$ cat src/rtl/win_mom.sv
// Sliding-window mean and variance over the last WINDOW unsigned samples, 3-stage pipeline.
// Optional macro WIN_MOM_ROUND_EN: round-to-nearest mean (saturating) instead of truncation.
module win_mom #(
   parameter int DATA_W = 8,
   parameter int WINDOW = 4
) (
   input  logic                  clk,
   input  logic                  rst_n,
   input  logic                  i_in_valid,
   input  logic [DATA_W-1:0]     i_data_in,
   input  logic                  i_clear,
   output logic                  o_out_valid,
   output logic [DATA_W-1:0]     o_mean,
   output logic [2*DATA_W-1:0]   o_var,
   output logic                  o_window_full
);

   localparam int LOG2W = $clog2(WINDOW);
   localparam int SW    = DATA_W + LOG2W;
   localparam int QW    = 2*DATA_W + LOG2W;
   localparam int PW    = 2*SW;
   localparam int FW    = LOG2W + 1;

   logic [DATA_W-1:0]   r_buf [WINDOW];
   logic [LOG2W-1:0]    r_ptr;
   logic [FW-1:0]       r_fill;
   logic [SW-1:0]       r_sum;
   logic [QW-1:0]       r_sq;
   logic                r_v1;

   logic [PW-1:0]       r_pa;
   logic [PW-1:0]       r_pb;
   logic [SW-1:0]       r_sum_d;
   logic                r_v2;

   logic [DATA_W-1:0]   w_old;
   logic [QW-1:0]       w_old_sq;
   logic [QW-1:0]       w_new_sq;
   logic [SW-1:0]       w_sum_nxt;
   logic [QW-1:0]       w_sq_nxt;
   logic [LOG2W-1:0]    w_ptr_nxt;
   logic [FW-1:0]       w_fill_nxt;
   logic [PW-1:0]       w_diff;
   logic [2*DATA_W-1:0] w_var;
   logic [DATA_W-1:0]   w_mean;

`ifdef WIN_MOM_ROUND_EN
   localparam logic [SW:0] HALF_W   = (SW+1)'(WINDOW/2);
   localparam logic [SW:0] MEAN_MAX = (SW+1)'((1 << DATA_W) - 1);
   logic [SW:0] w_mean_sh;
`endif

   // Next-state arithmetic for the running moments, pointer and fill count, plus output math
   always_comb begin
      w_old     = r_buf[r_ptr];
      w_new_sq  = QW'(i_data_in) * QW'(i_data_in);
      w_old_sq  = QW'(w_old) * QW'(w_old);
      // The evicted slot is already part of the sums, so the subtraction never underflows
      w_sum_nxt = r_sum + SW'(i_data_in) - SW'(w_old);
      w_sq_nxt  = r_sq + w_new_sq - w_old_sq;
      if (r_ptr == LOG2W'(WINDOW - 1)) begin
         w_ptr_nxt = '0;
      end else begin
         w_ptr_nxt = r_ptr + LOG2W'(1);
      end
      if (r_fill == FW'(WINDOW)) begin
         w_fill_nxt = r_fill;
      end else begin
         w_fill_nxt = r_fill + FW'(1);
      end
      w_diff = r_pa - r_pb;
      w_var  = (2*DATA_W)'(w_diff >> (2*LOG2W));
`ifdef WIN_MOM_ROUND_EN
      w_mean_sh = ({1'b0, r_sum_d} + HALF_W) >> LOG2W;
      if (w_mean_sh > MEAN_MAX) begin
         w_mean = '1;
      end else begin
         w_mean = DATA_W'(w_mean_sh);
      end
`else
      w_mean = DATA_W'(r_sum_d >> LOG2W);
`endif
   end

   // Stage 1: ring buffer, running sums and fill tracking
   always_ff @(posedge clk or negedge rst_n) begin
      if (!rst_n) begin
         for (int i = 0; i < WINDOW; i++) r_buf[i] <= '0;
         r_ptr         <= '0;
         r_fill        <= '0;
         r_sum         <= '0;
         r_sq          <= '0;
         r_v1          <= 1'b0;
         o_window_full <= 1'b0;
      end else if (i_clear) begin
         for (int i = 0; i < WINDOW; i++) r_buf[i] <= '0;
         r_ptr         <= '0;
         r_fill        <= '0;
         r_sum         <= '0;
         r_sq          <= '0;
         r_v1          <= 1'b0;
         o_window_full <= 1'b0;
      end else if (i_in_valid) begin
         r_buf[r_ptr]  <= i_data_in;
         r_ptr         <= w_ptr_nxt;
         r_fill        <= w_fill_nxt;
         r_sum         <= w_sum_nxt;
         r_sq          <= w_sq_nxt;
         r_v1          <= 1'b1;
         o_window_full <= (w_fill_nxt == FW'(WINDOW));
      end else begin
         r_v1          <= 1'b0;
      end
   end

   // Stage 2: WINDOW*sqsum and sum*sum products
   always_ff @(posedge clk or negedge rst_n) begin
      if (!rst_n) begin
         r_pa    <= '0;
         r_pb    <= '0;
         r_sum_d <= '0;
         r_v2    <= 1'b0;
      end else if (i_clear) begin
         r_pa    <= '0;
         r_pb    <= '0;
         r_sum_d <= '0;
         r_v2    <= 1'b0;
      end else begin
         r_v2 <= r_v1;
         if (r_v1) begin
            r_pa    <= PW'(r_sq) << LOG2W;
            r_pb    <= PW'(r_sum) * PW'(r_sum);
            r_sum_d <= r_sum;
         end
      end
   end

   // Stage 3: registered mean/variance, held between valid pulses
   always_ff @(posedge clk or negedge rst_n) begin
      if (!rst_n) begin
         o_out_valid <= 1'b0;
         o_mean      <= '0;
         o_var       <= '0;
      end else if (i_clear) begin
         o_out_valid <= 1'b0;
         o_mean      <= '0;
         o_var       <= '0;
      end else begin
         o_out_valid <= r_v2;
         if (r_v2) begin
            o_mean <= w_mean;
            o_var  <= w_var;
         end
      end
   end

endmodule

$ cat config.mk
export PLATFORM = sky130hd
export DESIGN_NAME = win_mom
export DESIGN_NICKNAME = d
export VERILOG_FILES = /design/src/rtl/win_mom.sv
export SDC_FILE = /design/constraint.sdc
export NUM_CORES = 1
export LEC_CHECK = 0
export CAP_MARGIN = 20
export CORE_ASPECT_RATIO = 2
export CORE_MARGIN = 3
export CORE_UTILIZATION = 35
export CTS_CLUSTER_SIZE = 10
export DETAILED_ROUTE_END_ITERATION = 8
export MAX_ROUTING_LAYER = met4
export SYNTH_ARGS = -nofsm -noshare
export SYNTH_HDL_FRONTEND = slang
export SYNTH_SLANG_ARGS = --single-unit
$ cat constraint.sdc
create_clock -name clk -period 15.95 [get_ports clk]
set_input_delay 1.595 -clock clk [delete_from_list [all_inputs] [get_ports clk]]
set_output_delay 1.595 -clock clk [all_outputs]
set_load 0.05 [all_outputs]
==> results of run 1 <==
[power groups by stage]
stage	clock [mW]	sequential [mW]	combinational [mW]
2_1_floorplan	0	0.456	1.57
3_3_place_gp	0	0.465	2.01
3_5_place_dp	0	0.466	2.05
4_1_cts	0.429	0.460	2.06
5_1_grt	0.439	0.466	2.30
6_report	0.417	0.460	2.04
[placed cells by master, fill, tap and decap left out, types with 20 or more instances in the layout]
cell,instances
a21oi_1,83
and2_1,20
clkdlybuf4s50_1,34
dfrtp_1,137
fa_1,146
ha_1,152
inv_1,298
mux2i_1,67
nand2_1,117
nand3_1,55
nor2_1,151
nor3_1,20
xnor2_1,42
[per-layer routing]
layer	part of all wire [%]	global-route usage, %	up-vias
met5	0	-	-
met4	6.0	10.6	0
met3	1.8	1.50	109
met2	57	33.2	189
met1	35	16.0	5145
li1	-	-	4913
[final cells by class]
type | count | area, um2 | area share [%]
multi-input cells | 1037 | 9280 | 59.8
flip-flops and latches | 138 | 3450 | 22.3
inverters | 300 | 1130 | 7.25
well taps | 525 | 657 | 4.23
clock buffers | 19 | 453 | 2.92
repair buffers | 42 | 402 | 2.59
clock inverters | 13 | 155 | 0.999
[sequential cells by signal, indices dropped and copies added (netlist names), 2 cells and up]
register  cells
r_buf        32
r_ptr         2
o_var        16
r_pa         18
r_fill        3
r_sum_d       8
o_mean        8
r_sq         18
r_pb         19
r_sum        10
[critical path: stages]
cell and delay [ns]:
clkdlybuf4s50_1 0.89, inv_1 0.28, nor2_1 0.20, inv_1 0.10, fa_1 0.40, inv_1 0.08
fa_1 0.42, ha_1 0.28, inv_1 0.05, fa_1 0.52, inv_1 0.05, fa_1 0.52
inv_1 0.05, fa_1 0.52, inv_1 0.04, ha_1 0.31, o21ai_0 0.12, o21a_1 0.22
o31ai_1 0.47, o211ai_1 0.25, o21ai_0 0.33, nor4_1 0.11, o31ai_1 0.26, mux2_2 0.36
[synth_stat cells, types with 6 or more instances]
| library cell | count | share of area [%] |
|---|---|---|
| o21ai_0 | 17 | 0.60 |
| or3_1 | 16 | 0.71 |
| dfrtp_1 | 138 | 25 |
| a211oi_1 | 9 | 0.48 |
| nand2_1 | 117 | 3.1 |
| ha_1 | 152 | 14 |
| a21o_1 | 16 | 0.85 |
| nand3b_1 | 6 | 0.32 |
| clkbuf_1 | 45 | 1.2 |
| nor2_1 | 151 | 4.0 |
| nand3_1 | 55 | 2.0 |
| o31ai_1 | 9 | 0.48 |
| mux4_2 | 8 | 1.3 |
| nor2b_1 | 6 | 0.27 |
| fa_1 | 146 | 21 |
| mux2i_1 | 67 | 4.8 |
| nor3_1 | 20 | 0.71 |
| o21bai_1 | 7 | 0.37 |
| and2_1 | 20 | 0.89 |
| and3_1 | 8 | 0.36 |
| a21oi_1 | 83 | 3.0 |
| buf_1 | 13 | 0.35 |
| xor2_1 | 15 | 0.93 |
| inv_1 | 298 | 7.9 |
| xnor2_1 | 42 | 2.6 |
[per-stage QoR]
| stage | hold slack (ns) | std cells | util (%) | setup WS, ns | power, mW |
|---|---|---|---|---|---|
| floorplan | 0.478 | 1534 | - | 8.73 | 2.02 |
| global placement | 0.484 | 2042 | 37.7 | 7.37 | 2.47 |
| detailed placement | 0.490 | 2042 | 37.7 | 7.30 | 2.52 |
| CTS | 0.505 | 2074 | 39.2 | 7.75 | 2.95 |
| global route | 0.517 | 2074 | 39.2 | 7.44 | 3.21 |
| finish | 0.496 | 2074 | 39.2 | 7.81 | 2.91 |
[path summary, 6_finish.rpt]
kind,startpoint,end,slack (ns)
min in group asynchronous,rst_n,o_var[10],1.13
worst min register to register,o_var[11],o_var[11],0.50
worst max-delay path,i_data_in[0],r_sq[17],7.81
worst max register to register,r_ptr[0],r_sq[17],8.42
worst min-delay path,o_var[11],o_var[11],0.50
max in group asynchronous,rst_n,r_buf[6],13.38
[cells by family after synthesis]
kind of cell / synth area share [%]
adders and majority gates: 34.3
AOI/OAI and AO/OA: 8.17
DFF: 24.5
muxes: 6.44
buffers and inverters: 9.58
and+or+nand+nor: 13.4
xor gates and xnor gates: 3.55
other: 0.0266
==> impl_results.md, run 1 <==
- Starting density of the core: 35.6%
- Synth unique cells: 60
- Reg2Reg Depth: 21
- Internal Power: about 1.5 mW
- Clk_lat worst skew: roughly 0.45 ns
- Mean post-synth cell area: 9.18 um2
- Relative slew slack: a little under a third
- Synthesized Nets: 1,844
- Yosys reg bits: ~140
- Hold Crit Depth: 1
- First-pass GRT wire length: ~56,000 um
- Via count: about 10k
- Sw Ratio: roughly half
- Post-CTS Repair Setup Buffers: 0
- Drt via density: roughly 5
- CTS HTree Levels: 4
- Final min period: 8.14 ns
- Largest net degree at the start of global routing: 94
- GR Util All Layers: 17.1%
- Critical Path Fanout Max: 13
- RSZ-0062 raised after global routing: no
- First-pass DRT Iterations: 4
- Io pins: 38
- Post-route setup TNS: 0 ns
- P_sw: around 1.4 mW
- Resize count post-CTS: 0
- CTS Hold Buffers Added: 0
- CTS Buffer Depth: 2
- Static Leak: 7.84 nW
- Setup crit end kind: flip-flop
- Die W: ~150 um
- GRT overflow: 0
- MaxCap Viol Count: 0
- Post-route clock period utilization: approximately half
- Setup violators final: 0
- CTS tree: yes
- Initial antenna violation count: 0
- DP Wirelength: 27,500 um
- Post-route DRC: 0
- Final Hold Viols: 0
- Worst hold path class: reg2reg
- Post-synthesis instance area: approximately 0.014 mm2
- Clock slew at reported path FFs: 0.06 ns
- Comb power frac: between 60% and 70%
- Drt wl/cell: about 17 um
- Area delta synth->final: 10.3%
- Layout cells sized above 1: 4.39%
- Max Freq: around 120 MHz
- Rows: just over 100
- Worst Path Required: about 16 ns
- Max Clock Skew: around 0.012 ns
- Ys Warns: 0
- Post-synth EDFFs: 0
- Worst slew pin tran: 1.02 ns
- Area of the die: around 0.043 mm2
- CTS Sinks: between 100 and 150
- Result of the run: completed
- Flop pwr share: 15.8%
- Initial drt markers: 389
- Post-Syn Instances: approximately 1.5k
- Height of the die: 290 um
- Data arrival time of the critical path: 8.46 ns
- Design area: ~0.016 mm2
- Worst vdd ir: between 0.1 and 0.15 mV
- Clock root buffer: clkbuf_16
- Antenna cells: 0
- Crit Path Category: in2reg
- Synth Flop Type: dfrtp_1
- Pins Over Slew Limit: 0
- Power Dens Cells: about 190 mW/mm2
- CP startpoint kind: input port
- Core Box Area: between 0.03 and 0.04 mm2
- Routed wire length: between 30,000 and 40,000 um
- Clock power frac: between 10% and 20%
- Asr flop ratio synth: 100%
- Seq/Total Area, Yosys: 24.5%
- Post-DP Area: between 0.01 and 0.015 mm2
- IO buf count: 37
- FILL cells: between 4k and 5k
- Nets: 1,846
- Vias in the first global route: about 11k
- DRT antenna net count: 0
- CTS Buf Count: 17
- RePlAce Congestion: 0.864
No activity file was read; power rests on OpenSTA's default activity.
==> inputs of run 2 (changes only) <==
clock period = 8.3 ns   (was 15.95 ns; I/O delays follow)
==> run 2 against run 1 <==
  * Core utilization about the same
  * Critical path depth decreased by 4
  * Routed wire length increased by 1.1%
  * Clock power increased by 84%
  * Highest routed layer unchanged
==> impl_results.md, run 2 (synthesis results as in run 1) <==
- Vias in the first global route: 11.3k
- Max reg flops: 32
- DP Wirelength: 27,900 um
- RePlAce Congestion: approximately 0.87
- Most frequent cells in the layout: inv_1 (298), ha_1 (152), nor2_1 (151)
- Final min period: between 7 and 8 ns
- Max Clock Skew: slightly below 0.01 ns
- IO buf count: 37
- GRT overflow: 0
- CP startpoint: r_ptr[0]
- Critical Path Fanout Max: 12
- Max Freq: about 130 MHz
- Clk_lat worst skew: 0.45 ns
- Antenna cells: 0
- CTS Buf Count: 17
- CP startpoint kind: flip-flop
- Static Leak: roughly 8 nW
- Power Dens Cells: 357 mW/mm2
- Die W: between 100 and 150 um
- Clock root buffer: clkbuf_16
- Core Box Area: 0.0396 mm2
- Power consumption: between 5 and 6 mW
- CTS Sinks: 138
- Result of the run: completed
- Final Util: approximately 39%
- Post-route clock period utilization: between 90 and 100%
- Worst hold path class: in2async
- Regs by FF count: r_buf (32), r_pb (19)
- Area delta synth->final: 10.3%
- Worst Path Required: 8.63 ns
- RSZ-0062 raised after global routing: no
- CTS tree: yes
- Height of the die: 290 um
- MaxCap Viol Count: 0
- Rows: ~100
- RR Startpoint: r_ptr[0]
- Worst vdd ir: between 0.2 and 0.25 mV
- Crit Path Category: reg2reg
- CTS Hold Buffers Added: 0
- Post-route DRC: 0
- Routed wire length: 34,800 um
- CTS Buffer Depth: 2
- Starting density of the core: between 30% and 40%
- Initial drt markers: 440
- GR Util All Layers: 17.5%
- R2R Setup Slk: 0.73 ns
- Worst slew pin tran: ~1.1 ns
- Pins Over Slew Limit: 0
- Largest net degree at the start of global routing: 98
- Nets: between 1.5k and 2k
- Most common cell after layout, fill and taps aside: inv_1
- Initial antenna violation count: 0
- Setup crit end kind: flip-flop
- First-pass DRT Iterations: 5
- Io pins: 38
- CTS HTree Levels: 4
- Via count: just over 10k
- Post-route setup TNS: 0 ns
- Post-CTS Repair Setup Buffers: 0
- Data arrival time of the critical path: 7.89 ns
- Relative slew slack: 28.0%
- Setup violators final: 0
- Layout cells sized above 1: roughly 4.6%
- First-pass GRT wire length: between 50,000 and 60,000 um
- Area of the die: 0.0428 mm2
- Reg with most FFs: r_buf
- Drt wl/cell: about 17 um
- DRT antenna net count: 0
- Drt via density: 4.96
- Clock slew at reported path FFs: around 0.070 ns
- Resize count post-CTS: 0
- Final Hold Viols: 0
## run 2: changes by cell type in the layout (fill, tap and decap cells not counted), sizes merged
cell / previous run / this run
buf: 8 / 12
clkinvlp: 2 / 3
bufinv: 2 / 1
clkinv: 4 / 6
clkbuf: 19 / 17
## run 2: where the power goes
group	internal [mW]	leakage, nW	total [mW]	switching [mW]
Clock	0.423	0.277	0.769	0.347
Sequential	0.772	1.89	0.885	0.112
Combinational	1.67	5.68	3.90	2.23
## run 2: final timing paths
path                        endpoint  depth (start not counted)
min in group clk           o_var[10]                          1
setup / recovery            r_sq[17]                         20
max in group asynchronous   r_sum[8]                          2
setup reg to reg            r_sq[17]                         20
hold / removal              o_var[9]                          1
hold reg to reg            o_var[10]                          1
## run 2: per-stage QoR
stage	cell area (um2)	hold WS [ns]	setup slack [ns]	std cells
2_1_floorplan	14100	0.478	1.57	1534
3_3_place_gp	14900	0.488	0.671	2046
3_5_place_dp	14900	0.486	0.549	2046
4_1_cts	15500	0.484	0.673	2078
5_1_grt	15500	0.511	0.434	2078
6_report	15500	0.455	0.734	2078
## run 2: final cells by class
class                      instances  area [um2]
sequential                       138        3450
tap                              525         657
inverter                         300        1130
clock buffer                      17         425
fill                            3990       24000
timing repair buffer              46         432
clock inverter                    15         156
multi-input combinational       1037        9280
## run 2: critical path: stages (launching register included)
cell	delay [ns]
dfrtp_1	0.79
mux4_2	0.73
and2_1	0.23
fa_1	0.54
fa_1	0.55
fa_1	0.52
inv_1	0.05
fa_1	0.46
fa_1	0.54
inv_1	0.05
fa_1	0.54
inv_1	0.04
ha_1	0.33
o21a_1	0.14
nor2_1	0.05
o31ai_1	0.55
o211ai_1	0.26
o21ai_0	0.31
nor4_1	0.10
o31ai_1	0.27
mux2_2	0.36
## run 2: metal layers
| metal | track usage [%] | share of wire (%) | vias to the layer above |
|---|---|---|---|
| met5 | - | 0 | - |
| met3 | 1.93 | 1.9 | 68 |
| li1 | - | - | 4924 |
| met2 | 34.5 | 59 | 166 |
| met4 | 8.79 | 4.4 | 0 |
| met1 | 16.5 | 35 | 5156 |
==> inputs of run 3 (changes only) <==
clock period = 7.1 ns   (was 8.3 ns; I/O delays follow)
==> run 3 against run 2 <==
  * Sequential power grew 16%
  * Combinational power grew 25%
  * Critical endpoint is now r_sq[16]
  * First-iteration DRC count shrank 13%
  * Hold slack lost 0.15 ns
  * Clock power grew 31%
  * Setup slack lost 0.45 ns
  * Via count grew 1.7%
  * Core utilization grew 0.84 points
  * Power grew 24%
==> impl_results.md, run 3 (synthesis results as in run 1) <==
- Initial antenna violation count: 0
- Max reg flops: 32
- CTS HTree Levels: 4
- Largest net degree at the start of global routing: approximately 100
- CTS Buf Count: 17
- Most common cell after layout, fill and taps aside: inv_1
- Final min period: between 6 and 7 ns
- Design area: 0.0159 mm2
- Reg2Reg Depth: 22
- Final Hold Viols: 0
- GR Util All Layers: approximately 18%
- Starting density of the core: 35.6%
- Grt peak-use layer: met2
- Vias in the first global route: 11.6k
- DRT antenna net count: 0
- RR Startpoint: r_ptr[0]
- Worst hold path class: in2async
- CTS Hold Buffers Added: 0
- CP startpoint: r_ptr[0]
- Io pins: 38
- Power Dens Cells: about 440 mW/mm2
- Post-route DRC: 0
- Worst Path Required: 7.42 ns
- Core Box Area: roughly 0.040 mm2
- RePlAce Congestion: 0.894
- CTS Buffer Depth: 2
- Post-route setup TNS: 0 ns
- Static Leak: roughly 8.0 nW
- Met2 Resource Use GR: 35.0%
- Drt wl/cell: roughly 17 um
- Setup violators final: 0
- IO buf count: 37
- Max Freq: approximately 150 MHz
- Clock root buffer: clkbuf_16
- CTS tree: yes
- Post-CTS Repair Setup Buffers: 0
- Area delta synth->final: 12.7%
- Setup crit end kind: flip-flop
- Clk_lat worst skew: ~0.44 ns
- Worst slew pin tran: approximately 1.1 ns
- Relative slew slack: between 20 and 30%
- Final std cells w/o fill: around 2.1k
- Routed wire length: 35,600 um
- Met3 Use GR: 1.53%
- Antenna cells: 0
- Reg with most FFs: r_buf
- R2R Setup Slk: between 0.2 and 0.3 ns
- Pins Over Slew Limit: 0
- Area of the die: between 0.04 and 0.05 mm2
- Max Clock Skew: ~0.013 ns
- Post-route clock period utilization: 95.9%
- Post-DP Area: between 0.015 and 0.02 mm2
- Comb power frac: between 70% and 80%
- Layout cells sized above 1: approximately 6.8%
- Crit Path Category: reg2reg
- # placed instances: around 2.1k
- Via count: ~10k
- Min Hold Slack: between 0.3 and 0.4 ns
- P_sw: 3.18 mW
- Final Util: between 40% and 50%
- Drt via density: 4.97
- Flop pwr share: about 15%
- GRT overflow: 0
- Height of the die: approximately 290 um
- Initial drt markers: ~380
- First-pass DRT Iterations: 5
- Nets: between 1.5k and 2k
- Internal Power: ~3.7 mW
- Clock slew at reported path FFs: ~0.06 ns
- Rows: between 100 and 150
- FILL cells: a little under 4k
- DP Wirelength: just under 30,000 um
- Clock power frac: 14.7%
- First-pass GRT wire length: between 50,000 and 60,000 um
- Most frequent cells in the layout: inv_1 (298), ha_1 (152), nor2_1 (150)
- CTS Sinks: 138
- CP startpoint kind: flip-flop
- Worst setup path end: r_sq[16]
- Die W: roughly 150 um
- Worst vdd ir: 0.252 mV
- Data arrival time of the critical path: 7.13 ns
- FF-to-FF End: r_sq[16]
- Critical Path Fanout Max: 6
- Sw Ratio: 46.1%
- Regs by FF count: r_buf (32), r_pb (19)
- MaxCap Viol Count: 0
- Grt met1 use: between 15 and 20%
- Result of the run: completed
## run 3: final cells by class
| type | count | area, um2 | share of cell area (%) |
|---|---|---|---|
| multi-input cells | 1037 | 9290 | 58.6 |
| inverters | 300 | 1130 | 7.10 |
| well taps | 525 | 657 | 4.14 |
| flip-flops and latches | 138 | 3460 | 21.8 |
| clock inverters | 12 | 213 | 1.34 |
| repair buffers | 79 | 679 | 4.28 |
| clock buffers | 19 | 443 | 2.79 |
## run 3: routing by layer
metal	vias up	share of wire, %
li1	4980	-
met4	0	6.0
met5	-	0
met2	194	59
met3	117	1.7
met1	5200	34
## run 3: stage by stage
| step | setup WS, ns | power [mW] |
|---|---|---|
| floorplan | 0.374 | 4.55 |
| global placement | -0.0126 | 5.77 |
| detailed placement | -0.156 | 5.91 |
| CTS | 0.150 | 6.95 |
| global route | -0.00462 | 7.61 |
| finish | 0.288 | 6.91 |
## run 3: what timing repair did
action | in CTS | in global routing
setup endpoints to repair | 0 | 1
endpoints found under the hold margin | 0 | 0
gates resized for setup | 0 | 5
## run 3: worst max-delay path, cell delays in order (launching register included)
cell       delay (ns)
dfrtp_1          0.34
buf_4            0.17
mux4_2           0.61
nand2_1          0.19
inv_1            0.08
fa_1             0.52
fa_1             0.43
fa_1             0.55
inv_1            0.06
fa_1             0.47
fa_1             0.54
inv_1            0.05
fa_1             0.52
inv_1            0.04
ha_1             0.31
buf_4            0.16
a2111oi_0        0.58
buf_4            0.22
or3_1            0.14
a31oi_1          0.14
a221oi_1         0.35
nor3_1           0.07
nand3b_1         0.16
## run 3: power groups by stage
stage | combinational, mW | sequential [mW] | clock, mW
finish | 4.86 | 1.03 | 1.01
global route | 5.50 | 1.05 | 1.07
CTS | 4.89 | 1.03 | 1.03
detailed placement | 4.87 | 1.04 | 0
global placement | 4.73 | 1.04 | 0
floorplan | 3.52 | 1.02 | 0
## run 3: worst min path at each step
stage | cells past startpoint | end | start
2_1_floorplan | 0 | o_mean[0] | rst_n
3_3_place_gp | 1 | o_var[11] | o_var[11]
3_5_place_dp | 1 | o_var[11] | o_var[11]
4_1_cts | 1 | o_var[9] | rst_n
5_1_grt | 1 | o_var[9] | rst_n
6_report | 1 | o_var[9] | rst_n
